### config.mk
export PLATFORM = sky130hd
export DESIGN_NAME = uart_rx_cfg
export DESIGN_NICKNAME = d
export VERILOG_FILES = /design/src/rtl/uart_rx_cfg.sv
export SDC_FILE = /design/constraint.sdc
export NUM_CORES = 1
export LEC_CHECK = 0
export ABC_AREA = 1
export CORE_ASPECT_RATIO = 2
export CORE_MARGIN = 2
export CORE_UTILIZATION = 55
export DETAILED_ROUTE_END_ITERATION = 10
export GPL_TIMING_DRIVEN = 0
export PLACE_DENSITY = 0.75
export SYNTH_ARGS = -nofsm -noshare
export SYNTH_HDL_FRONTEND = slang
export SYNTH_SLANG_ARGS = --single-unit
### constraint.sdc
create_clock -name clk -period 4.3 [get_ports clk]
set_input_delay 0.645 -clock clk [delete_from_list [all_inputs] [get_ports clk]]
set_output_delay 0.645 -clock clk [all_outputs]
set_load 0.01 [all_outputs]
### src/rtl/uart_rx_cfg.sv
// Configurable UART receiver: DATA_BITS/PARITY/STOP_BITS framing, start-glitch rejection,
// valid/ready output holding register, and frame/parity error, overrun and break reporting.
module uart_rx_cfg #(
    parameter int SYSTEM_CLOCK  = 32000000,
    parameter int BAUD_RATE     = 9600,
    parameter int DATA_BITS     = 8,
    parameter int PARITY        = 0,
    parameter int STOP_BITS     = 1,
    parameter int CYC_COUNT     = SYSTEM_CLOCK / BAUD_RATE,
    parameter int CYC_HALFCOUNT = CYC_COUNT / 2
) (
    input  logic                 clk,
    input  logic                 rst_n,
    input  logic                 din,
    input  logic                 ready,
    output logic                 valid,
    output logic [DATA_BITS-1:0] data_rx,
    output logic                 parity_err,
    output logic                 frame_err,
    output logic                 overrun,
    output logic                 break_det
);

    localparam int CW = $clog2(CYC_COUNT) + 1;
    localparam int BW = $clog2(DATA_BITS + 1);

    typedef enum logic [2:0] {
        S_IDLE, S_START, S_DATA, S_PAR, S_STOP, S_WAIT_HIGH
    } state_t;

    state_t               state;
    logic                 sync1;
    logic                 rxs;
    logic [CW-1:0]        cnt;
    logic [BW-1:0]        bit_idx;
    logic [DATA_BITS-1:0] shreg;
    logic                 par_err_r;
    logic                 par_zero;
    logic                 stop_err_r;
    logic                 stop_first0;

    logic bit_tick;
    logic last_stop;
    logic frame_ferr;
    logic is_break;

    always_ff @(posedge clk or negedge rst_n) begin
        if (!rst_n) begin
            sync1 <= 1'b1;
            rxs   <= 1'b1;
        end else begin
            sync1 <= din;
            rxs   <= sync1;
        end
    end

    // With one stop bit the first stop sample is the one being taken right now.
    assign bit_tick   = (cnt == CW'(CYC_COUNT - 1));
    assign last_stop  = (state == S_STOP) && bit_tick && (bit_idx == BW'(STOP_BITS - 1));
    assign frame_ferr = stop_err_r | ~rxs;
    assign is_break   = (shreg == '0) && par_zero &&
                        ((STOP_BITS == 1) ? ~rxs : stop_first0);

    always_ff @(posedge clk or negedge rst_n) begin
        if (!rst_n) begin
            state       <= S_IDLE;
            cnt         <= '0;
            bit_idx     <= '0;
            shreg       <= '0;
            par_err_r   <= 1'b0;
            par_zero    <= 1'b1;
            stop_err_r  <= 1'b0;
            stop_first0 <= 1'b0;
            valid       <= 1'b0;
            data_rx     <= '0;
            parity_err  <= 1'b0;
            frame_err   <= 1'b0;
            overrun     <= 1'b0;
            break_det   <= 1'b0;
        end else begin
            overrun   <= 1'b0;
            break_det <= 1'b0;
            if (valid && ready)
                valid <= 1'b0;

            case (state)
                S_IDLE: begin
                    cnt         <= '0;
                    bit_idx     <= '0;
                    par_err_r   <= 1'b0;
                    par_zero    <= 1'b1;
                    stop_err_r  <= 1'b0;
                    stop_first0 <= 1'b0;
                    if (!rxs)
                        state <= S_START;
                end
                S_START: begin
                    if (rxs) begin
                        state <= S_IDLE;
                    end else if (cnt == CW'(CYC_HALFCOUNT - 1)) begin
                        state <= S_DATA;
                        cnt   <= '0;
                    end else begin
                        cnt <= cnt + 1'b1;
                    end
                end
                S_DATA: begin
                    if (bit_tick) begin
                        cnt   <= '0;
                        shreg <= {rxs, shreg[DATA_BITS-1:1]};
                        if (bit_idx == BW'(DATA_BITS - 1)) begin
                            bit_idx <= '0;
                            state   <= (PARITY != 0) ? S_PAR : S_STOP;
                        end else begin
                            bit_idx <= bit_idx + 1'b1;
                        end
                    end else begin
                        cnt <= cnt + 1'b1;
                    end
                end
                S_PAR: begin
                    if (bit_tick) begin
                        cnt       <= '0;
                        par_zero  <= ~rxs;
                        par_err_r <= ((^shreg) ^ rxs) != (PARITY == 1);
                        state     <= S_STOP;
                    end else begin
                        cnt <= cnt + 1'b1;
                    end
                end
                S_STOP: begin
                    if (bit_tick) begin
                        cnt <= '0;
                        if (last_stop) begin
                            state <= frame_ferr ? S_WAIT_HIGH : S_IDLE;
                            // A break never occupies the holding register.
                            if (is_break) begin
                                break_det <= 1'b1;
                            end else if (!valid || ready) begin
                                valid      <= 1'b1;
                                data_rx    <= shreg;
                                parity_err <= par_err_r;
                                frame_err  <= frame_ferr;
                            end else begin
                                overrun <= 1'b1;
                            end
                        end else begin
                            bit_idx     <= bit_idx + 1'b1;
                            stop_err_r  <= stop_err_r | ~rxs;
                            stop_first0 <= ~rxs;
                        end
                    end else begin
                        cnt <= cnt + 1'b1;
                    end
                end
                S_WAIT_HIGH: begin
                    if (rxs)
                        state <= S_IDLE;
                end
                default: state <= S_IDLE;
            endcase
        end
    end

endmodule

==> results.cfg <==
[sta]
whs_ns = 0.2810
final_hold_viol_count = 0
fin_crit_ns = 1.855
skew_ns = 0.002091
slew_headroom = 0.6998
post-route-period-util = 0.4313
worst_pin_slew_ns = 0.4503
slew_viol_final = 0
rsz0062_at_grt = no
finalSetupViolations = 0
tns_ns = 0
timing.fmax_mhz = 539.2

[detailed_routing]
wire_per_inst_um = 12.36
first_pass_iters = 4
viasPerCell = 5.268
final_antenna_net_count = 0
drtIter0Drc = 64
drc = 0
vias = 2102
routed_wl_um = 4932

[cts]
cts.sinks = 46
cts_inserted_buffers = 5
clockBufferDepth = 2
root_buffer = clkbuf_8
ctsHoldBuffers = 0
cts_tree = yes
post_cts_resize_count = 0
clk_latency_ns = 0.30
clk_pin_slew_ns = 0.09
post_cts_buffers = 0
htree_levels = 2

[job]
max_cap_viol_count = 0

[critical_path]
crit_chain = clkdlybuf4s50_1
path_depth = 1
crit_required_ns = 3.65
path_max_fanout = 2
crit_arrival_ns = 1.21
slowest_stage = clkdlybuf4s50_1
path_buf_inv = 1
endpoint_kind = output pin
reg2reg_depth = 12
cpLargestDelayFamily = buffers and inverters
slowest_delay_ns = 0.54
cp-start-kind = register
path_class = register to output pin

[global_route]
overflow = 0
grt_usage = 0.2196
antenna_found_initial = 0
first_global_vias = 1974
grt_max_degree = 28
grt_pass1_wl_um = 8728

[status]
status = finished clean

[final_layout]
fillerInstances = 392
area_delta_synth_final_pct = 14.03
ff_latch_area_um2 = 1155
multi_input_area_um2 = 1161
diodes = 0
drive_above_1_share = 0.1192
final_area_um2 = 2899
layout.nets = 356

[place]
dp_hpwl_um = 3752
io_buffers = 16
place_area_um2 = 2786
gp_congestion = 0.8927

[logic_synthesis]
ys_warn_count = 0
synthTopCellsByArea = dfrtp_1 (42%), nand2_1 (13%), inv_1 (7.2%)
syn_inst = 319
ys_types = 30
synth_top_cell_by_area = dfrtp_1
seq_area_frac_synth = 0.4542
synth_most_common_cell = nand2_1
synthDominantCellAreaShare = 0.4232
synth_area_per_cell_um2 = 7.970
syn_area_um2 = 2542
asyncSetResetFlopFracSynth = 1.000
synthesis.nets = 332
ys_ff_latch = 46
yosys-top-cells-count = nand2_1 (90), inv_1 (49), dfrtp_1 (43)
synth-edff-count = 0
synth_ff_type = dfrtp_1

[power_and_ir_drop]
p_per_area_nw_per_um2 = 448.3
p_leak_uw = 0.001435
power_uw = 1300
peakVddDrop_mv = 0.4096

[worst_hold_path]
hold_class = primary input to async pin

[die]
rows = 35
placeableCoreArea_um2 = 4511
pin_count = 17
die_w_um = 52.08
design.die.area_um2 = 5215
initial_core_util = 0.5637
die_h_um = 100.2
==> through the flow <==
stage                     setup slack (ns)  cells    util
after floorplan                      2.703    319       -
after global placement               1.392    390  0.6144
after detailed placement             2.496    391  0.6178
after CTS                            2.437    399  0.6427
after global routing                 2.302    399  0.6427
final                                2.445    399  0.6427
==> cells by family (layout without fill, tap and decap cells) <==
group | Yosys count | count (layout) | synth area share
AO/OA/AOI/OAI | 39 | 39 | 0.09252
XOR/XNOR | 5 | 5 | 0.01722
adder cells (fa/ha/maj) | 9 | 9 | 0.04429
buffers and inverters | 56 | 81 | 0.08907
flip-flops | 46 | 46 | 0.4542
AND/OR/NAND/NOR | 164 | 164 | 0.3027
==> path summary, 6_finish.rpt <==
path	slack [ns]	end	startpoint
min in group clk	0.36	rxs	sync1
max	2.45	frame_err	frame_err
max reg2reg	2.48	parity_err	cnt[0]
min reg2reg	0.36	rxs	sync1
min	0.28	cnt[7]	rst_n
max in group asynchronous	3.45	rxs	rst_n
==> per-layer routing <==
metal,GRT usage,vias to the layer above,part of all wire
li1,-,1056,-
met1,0.2925,993,0.44
met2,0.3486,44,0.50
met3,0.04167,9,0.038
met4,0.08502,0,0.016
met5,0,-,0
==> cell usage in the layout, fill, tap and decap left out, types with 4 or more instances in the layout <==
cell type	n
clkdlybuf4s50_1	15
clkbuf_8	5
o21ai_2	9
inv_1	49
nand4_1	8
nor3_1	7
dfrtp_1	43
ha_1	9
xnor2_1	4
nor2_4	4
a21oi_1	9
nand2_1	90
nor2_1	24
o21ai_0	16
nand3_1	21
==> power breakdown <==
| group | total [uW] | internal, uW | switching [uW] |
|---|---|---|---|
| logic | 454 | 134 | 320 |
| registers | 525 | 478 | 46.8 |
| clock network | 321 | 174 | 147 |
| total | 1300 | 786 | 513 |
==> state kept, by name (all words and copies together), names as in the netlist <==
register    flops
break_det       1
data_rx         8
overrun         1
bit_idx         4
par_zero        1
shreg           8
parity_err      1
par_err_r       1
state           3
cnt            13
rxs             1
sync1           1
frame_err       1
stop_err_r      1
valid           1
==> cell type report <==
cell class | count | area share
Multi-Input combinational cell | 217 | 0.4005
Sequential cell | 46 | 0.3984
Inverter | 52 | 0.06733
Timing Repair Buffer | 17 | 0.06042
Clock buffer | 5 | 0.02374
Tap cell | 55 | 0.02374
Clock inverter | 3 | 0.01511
Buffer | 4 | 0.01079
(Power assumes the default switching activity.)
